===== src/rtl/pio_mailbox.sv =====
// Register mailbox between the HPS lightweight bridge and a fabric engine:
// shared CTRL word plus collision, done-interrupt and busy/done counters.
module pio_mailbox #(
  parameter int unsigned DATA_W     = 32,
  parameter bit          SAT_CYCLES = 1'b1
) (
  input  logic              clk,
  input  logic              reset,
  input  logic [2:0]        avs_address,
  input  logic              avs_read,
  input  logic              avs_write,
  input  logic [DATA_W-1:0] avs_writedata,
  output logic [DATA_W-1:0] avs_readdata,
  output logic              irq,
  output logic [DATA_W-1:0] ctrl_out,
  input  logic [DATA_W-1:0] fab_writedata,
  input  logic              fab_write
);

  typedef enum logic [2:0] {
    ADDR_CTRL     = 3'd0,
    ADDR_STATUS   = 3'd1,
    ADDR_IRQ_EN   = 3'd2,
    ADDR_CYCLES   = 3'd3,
    ADDR_DONE_CNT = 3'd4,
    ADDR_SCRATCH  = 3'd5
  } reg_addr_e;

  logic [DATA_W-1:0] ctrl_q;
  logic [DATA_W-1:0] cycles_q;
  logic [DATA_W-1:0] done_cnt_q;
  logic [DATA_W-1:0] scratch_q;
  logic [DATA_W-1:0] readdata_q;
  logic              collide_q;
  logic              done_pend_q;
  logic              irq_en_q;
  logic              busy_q;
  logic              irq_q;

  logic              hps_ctrl_wr;
  logic              status_wr;
  logic              busy_rise;
  logic              busy_fall;
  logic [DATA_W-1:0] rd_mux;

  always_comb begin
    hps_ctrl_wr = avs_write && (avs_address == ADDR_CTRL);
    status_wr   = avs_write && (avs_address == ADDR_STATUS);
    busy_rise   = ctrl_q[1] && !busy_q;
    busy_fall   = !ctrl_q[1] && busy_q;
  end

  always_comb begin
    rd_mux = '0;
    case (avs_address)
      ADDR_CTRL:     rd_mux = ctrl_q;
      ADDR_STATUS:   rd_mux = {{(DATA_W-2){1'b0}}, done_pend_q, collide_q};
      ADDR_IRQ_EN:   rd_mux = {{(DATA_W-1){1'b0}}, irq_en_q};
      ADDR_CYCLES:   rd_mux = cycles_q;
      ADDR_DONE_CNT: rd_mux = done_cnt_q;
      ADDR_SCRATCH:  rd_mux = scratch_q;
      default:       rd_mux = '0;
    endcase
  end

  // Fabric write has priority on CTRL; a simultaneous HPS write is dropped.
  always_ff @(posedge clk or posedge reset) begin
    if (reset) begin
      ctrl_q <= '0;
      busy_q <= 1'b0;
    end else begin
      if (fab_write)        ctrl_q <= fab_writedata;
      else if (hps_ctrl_wr) ctrl_q <= avs_writedata;
      busy_q <= ctrl_q[1];
    end
  end

  // Sticky status bits: a set event in the same cycle as W1C keeps the bit.
  always_ff @(posedge clk or posedge reset) begin
    if (reset) begin
      collide_q   <= 1'b0;
      done_pend_q <= 1'b0;
      irq_en_q    <= 1'b0;
      irq_q       <= 1'b0;
    end else begin
      collide_q   <= (fab_write && hps_ctrl_wr) ||
                     (collide_q && !(status_wr && avs_writedata[0]));
      done_pend_q <= busy_fall ||
                     (done_pend_q && !(status_wr && avs_writedata[1]));
      if (avs_write && (avs_address == ADDR_IRQ_EN)) irq_en_q <= avs_writedata[0];
      irq_q <= done_pend_q && irq_en_q;
    end
  end

  always_ff @(posedge clk or posedge reset) begin
    if (reset) begin
      cycles_q   <= '0;
      done_cnt_q <= '0;
    end else begin
      if (busy_rise) begin
        cycles_q <= '0;
      end else if (ctrl_q[1]) begin
        if (!(SAT_CYCLES && (cycles_q == '1))) cycles_q <= cycles_q + 1'b1;
      end
      if (busy_fall) done_cnt_q <= done_cnt_q + 1'b1;
    end
  end

  always_ff @(posedge clk or posedge reset) begin
    if (reset) begin
      scratch_q  <= '0;
      readdata_q <= '0;
    end else begin
      if (avs_write && (avs_address == ADDR_SCRATCH)) scratch_q <= avs_writedata;
      if (avs_read) readdata_q <= rd_mux;
    end
  end

  assign avs_readdata = readdata_q;
  assign irq          = irq_q;
  assign ctrl_out     = ctrl_q;

endmodule


===== config.mk =====
export PLATFORM = sky130hd
export DESIGN_NAME = pio_mailbox
export DESIGN_NICKNAME = d
export VERILOG_FILES = /design/src/rtl/pio_mailbox.sv
export SDC_FILE = /design/constraint.sdc
export NUM_CORES = 1
export LEC_CHECK = 0
export CORE_MARGIN = 2
export CORE_UTILIZATION = 50
export CTS_CLUSTER_DIAMETER = 150
export DETAILED_ROUTE_END_ITERATION = 7
export GPL_ROUTABILITY_DRIVEN = 0
export PLACE_DENSITY = 0.73
export SLEW_MARGIN = 20
export SYNTH_ARGS = -nofsm -noshare
export SYNTH_HDL_FRONTEND = slang
export SYNTH_SLANG_ARGS = --single-unit

===== constraint.sdc =====
create_clock -name clk -period 7.7 [get_ports clk]
set_input_delay 0.77 -clock clk [delete_from_list [all_inputs] [get_ports clk]]
set_output_delay 0.77 -clock clk [all_outputs]
set_load 0.01 [all_outputs]

==> out/results.txt <==
Post-CTS resize count: 0
Crit path capture type: register
FFs w/ async S/R, synth: 100%
Skew final: 0.00736 ns
Top post-synthesis cells by area: dfrtp_1 52%, mux2_2 4.9%, mux2i_1 4.2%, nand2_1 3.8%, a22o_1 3.4%
Num CTS Buffers: 17
Setup Fix Bufs, Post-CTS: 0
Clock slew at reported path FFs: 0.06 ns
Mapped Area: 0.00801 mm²
Hold path start: done_cnt_q[31]
I/O Pins: 137
Critical path type: register to register
TritonCTS clock tree: done
Syn Nets: 843
Vias in the first global route: 6666
#FFs+latches synth: 165
Number of synthesized flops with an enable pin: 0
Yosys Warn Count: 0
Global route overflow: 0
Initial Utilization: 50.8%
Die ar.: 0.0170 mm²
Power per cell area: 218 mW/mm²
Outcome: completed
Fin crit period: 3.10 ns
Largest net degree at the start of global routing: 89
Dpl hpwl: 15.0 mm
Die W: 131 µm
Core ar.: 0.0158 mm²
Max-slew violations: 0
Pre-antenna DRT Iters: 5
Post-synth top area share: 51.5%
Required @ worst endpoint: 8.01 ns
Port bufs: 136
Tcrit/Tclk final: 40.2%
Sequential-to-total area share from yosys stat: 51.5%
Avg Synthesized Cell Area: 10.4 µm²
Layout cells sized above 1: 9.46%
Worst slew pin tran: 1.01 ns
Hold Slack: 0.485 ns
Vert. Die Dim: 131 µm
CP arrival: 3.41 ns
1st-iter DRT viols: 464
Max-cap violations: 0
Hold path cells: 1
Yosys cell types: 53
Crit-path slowest cell: dfrtp_1
Final WL: 21.7 mm
Post-DRT Antenna Nets: 0
Max stage delay on crit path: 0.79 ns
Fin. Hold Viols: 0
CTS max path bufs: 2
# DRC: 0
Most frequent cells in the layout: 165 x dfrtp_1, 135 x clkdlybuf4s50_1, 81 x nand2_1, 43 x o21ai_0, 41 x nand3_1
Crit path max-delay family: simple AND/OR/NAND/NOR gates
H-tree Lvls: 4
Worst-skew pair later-pin latency: 0.43 ns
CTS Sinks: 165
Via density: 6.09
Post-synthesis mux area share: 9.17%
Post-Synth Simple-Gate Area: 13.7%
Hold EP: done_cnt_q[31]
FMAX: 323 MHz
Max rail drop VDD: 0.155 mV
FP Rows: 46
Post-synthesis xor/xnor area fraction: 3.39%
Leading area contributor after synthesis: dfrtp_1
DR WL/cell: 19.6 µm
Ys flop type: dfrtp_1
CTS Hold Buffers Added: 0
R2R cell count: 5
Type of origin of the critical path: register
Adder-Cell Fraction of Synth Area: 0.312%
Largest family of logic cells by synthesized area: compound AO/OA/AOI/OAI gates
Fillers: 1267
NumNets Final: 951
Setup violators final: 0
Synthesis-to-finish area growth: 26.0%
Diodes inserted: 0
Global-route wire length before repair: 34.5 mm
Reg2reg end: done_cnt_q[28]
Post-synthesis compound-gate area fraction: 17.1%
GR Util All Layers: 26.4%
Largest fanout on the critical path: 20
Flop-to-flop setup slack: 4.60 ns
TNS Setup: 0 ns
Rel. slew slack: 32.5%
Initial antenna violation count: 0
Detailed-route via count: 6719
CP bufs+invs: 0
Most common cell after layout, fill and taps aside: dfrtp_1
Crit-path cells: nor2b_1, nand4_1, or4_1, nand2b_1, xnor2_1
Leak pwr: 4.11 nW
Root Buffer: clkbuf_16
Min-delay worst type: register to register
RSZ-0062 raised after global routing: no
Worst r2r src: busy_q
Syn Inst Count: 769
==> cell families (layout without fill, tap and decap cells) <==
| logic type | Yosys count | in the layout |
|---|---|---|
| buffers and inverters | 95 | 214 |
| AOI/OAI and AO/OA | 191 | 191 |
| xor gates and xnor gates | 31 | 31 |
| DFF | 165 | 165 |
| adders and majority gates | 2 | 2 |
| muxes | 69 | 69 |
| and+or+nand+nor | 216 | 216 |
==> worst max path at each step <==
stage / slack, ns / to / startpoint / cells past startpoint
floorplan: 2.47 / avs_readdata[0] / reset / 1
global placement: 4.37 / ctrl_out[10] / avs_address[2] / 6
detailed placement: 4.17 / ctrl_out[24] / avs_address[2] / 6
CTS: 4.59 / done_cnt_q[23] / busy_q / 5
global route: 4.45 / cycles_q[11] / busy_q / 5
finish: 4.60 / done_cnt_q[28] / busy_q / 5
==> cell type report <==
| type | count | area (µm²) | share of cell area (%) |
|---|---|---|---|
| Tap cell | 216 | 270 | 2.68 |
| Inverter | 39 | 151 | 1.50 |
| Clock buffer | 27 | 533 | 5.28 |
| Clock inverter | 3 | 40.0 | 0.397 |
| Timing Repair Buffer | 145 | 1430 | 14.2 |
| Sequential cell | 165 | 4130 | 40.9 |
| Multi-Input combinational cell | 509 | 3540 | 35.0 |
==> sequential cells by signal, summed over array words and instances, names as in the netlist <==
signal	count
scratch_q	32
irq	1
collide_q	1
avs_readdata	32
cycles_q	32
done_cnt_q	32
ctrl_out	32
irq_en_q	1
done_pend_q	1
busy_q	1
==> synth_stat cells (22+ instances only) <==
library cell and n:
a221oi_1 30, o21ai_0 43, o22ai_1 31, a22o_1 31
inv_1 38, clkbuf_1 35, mux2_2 35, nand2_1 82
dfrtp_1 165, xnor2_1 22, nand3_1 41, mux2i_1 34
==> stage by stage <==
step / cell area [µm²] / power (mW) / setup slack (ns) / cells / util, %
floorplan: 8010 / 1.21 / 2.47 / 769 / -
global placement: 9490 / 1.36 / 4.37 / 1073 / 60.2
detailed placement: 9490 / 1.38 / 4.17 / 1073 / 60.2
CTS: 10100 / 2.20 / 4.59 / 1103 / 63.8
global route: 10100 / 2.28 / 4.45 / 1104 / 64.0
finish: 10100 / 2.20 / 4.60 / 1104 / 64.0
==> layer usage <==
layer / global-route usage (%) / vias to the layer above / share of wire (%)
met1: 36.5 / 3303 / 44
met2: 40.7 / 301 / 47
met3: 5.09 / 52 / 6.6
met5: 0 / - / 0
met4: 11.6 / 0 / 2.8
li1: - / 3063 / -
==> power by group <==
group / internal, mW / switching (mW)
Clock: 0.501 / 0.328
Combinational: 0.175 / 0.152
Sequential: 0.957 / 0.0843
Power figures use the tool's default switching activity.
==> patch (same flow settings) <==
Register the input `fab_writedata` before use. The logic sees it one clock later. The other inputs are not delayed to match.
--- a/src/rtl/pio_mailbox.sv
+++ b/src/rtl/pio_mailbox.sv
@@ -25,6 +25,12 @@
     ADDR_DONE_CNT = 3'd4,
     ADDR_SCRATCH  = 3'd5
   } reg_addr_e;
+
+  logic [DATA_W-1:0] fab_writedata_q;
+
+  always_ff @(posedge clk) begin
+    fab_writedata_q <= fab_writedata;
+  end
 
   logic [DATA_W-1:0] ctrl_q;
   logic [DATA_W-1:0] cycles_q;
@@ -69,7 +75,7 @@
       ctrl_q <= '0;
       busy_q <= 1'b0;
     end else begin
-      if (fab_write)        ctrl_q <= fab_writedata;
+      if (fab_write)        ctrl_q <= fab_writedata_q;
       else if (hps_ctrl_wr) ctrl_q <= avs_writedata;
       busy_q <= ctrl_q[1];
     end
Check against the original RTL: not equivalent (Yosys sat finds a counterexample within 4 cycles, from zero or initial values and one cycle with reset high).
==> patch against the original RTL <==
Sequential power up 18%. Synthesized cell count up 5.5%. Via count up 3.2%. Cell area up 7.8%. Wire length up 5.4%. Total power up 11%. Sequential cell count up 32. Non-clock buffer count up 4. Global-route usage down 0.80 points. Setup slack better by 0.32 ns. Area after synthesis up 9.5%. Critical endpoint is now scratch_q[20]$_DFFE_PP0P_.
==> patch: results (changes against the original RTL) <==
| Metric | Value |
|---|---|
| Status | complete, no violations (unchanged) |
| Synth cell types | 60 (was 53) |
| Global-route wire length before repair | 36,500 um (was 34,500 um) |
| Vias in the first global route | 6,690 (was 6,666) |
| Register share of total power | 50.1% (was 47.4%) |
| Static leakage | 4.57 nW (was 4.11 nW) |
| Critical Path Fanout Max | 31 (was 20) |
| Hold Crit Endpoint | avs_readdata[1]$_DFFE_PP0P_ (was done_cnt_q[31]$_DFFE_PP0P_) |
| Post-DR vias/cell | 5.97 (was 6.09) |
| Tot Pwr | 2.45 mW (was 2.20 mW) |
| CP delay by family, top | buffers and inverters (was simple AND/OR/NAND/NOR gates) |
| Xor/xnor share of the synthesized area | 3.40% (was 3.39%) |
| Syn nets | 885 (was 843) |
| CP max stage cell | clkdlybuf4s50_1 (was dfrtp_1) |
| Worst Setup SP | avs_address[1] (was busy_q$_DFF_PP0_) |
| Hpwl dp | 15,400 um (was 15,000 um) |
| GRT Util Overall | 25.6% (was 26.4%) |
| Synth cell count leaders | dfrtp_1 (165), nand2_1 (85), o21ai_0 (44), clkbuf_1 (40), inv_1 (38) (was dfrtp_1 (165), nand2_1 (82), o21ai_0 (43), nand3_1 (41), inv_1 (38)) |
| Worst R2R Path Depth | 4 (was 5) |
| Hold Slack | 0.480 ns (was 0.485 ns) |
| Max frequency | 0.360 GHz (was 0.323 GHz) |
| Comb power | 0.341 mW (was 0.328 mW) |
| Starting DRT DRC Count | 664 (was 464) |
| R2r endpoint | cycles_q[26]$_DFFE_PP0P_ (was done_cnt_q[28]$_DFFE_PP0P_) |
| Share of layout cells above drive strength 1 | 10.1% (was 9.46%) |
| Worst Skew | 0.0137 ns (was 0.00736 ns) |
## patch: cell types whose count changed in the layout (fill, tap and decap cells not counted), sizes merged, moves of 6 or more
| cell | unedited run | this run |
|---|---|---|
| inv | 38 | 47 |
| nor2 | 16 | 22 |
| nand4 | 19 | 26 |
| nand3 | 41 | 31 |
| dfxtp | 0 | 32 |
| a21oi | 11 | 5 |
| clkbuf | 27 | 17 |
| o311ai | 11 | 5 |
## patch: metal layers
layer | wire length, um | vias to the layer above | part of all wire (%) | track usage [%]
met3 | 1470 | 26 | 6.4 | 5.85
met5 | 0 | - | 0 | 0
met2 | 10500 | 249 | 46 | 38.2
li1 | - | 3219 | - | -
met4 | 367 | 0 | 1.6 | 6.83
met1 | 10500 | 3437 | 46 | 37.6
## patch: cell type report
type                    count  area, sq um
multi-input cells         519         3640
flip-flops and latches    197         4770
clock buffers              17          425
fillers                  1381         6350
inverters                  39          151
well taps                 225          282
repair buffers            149         1450
clock inverters            15          161
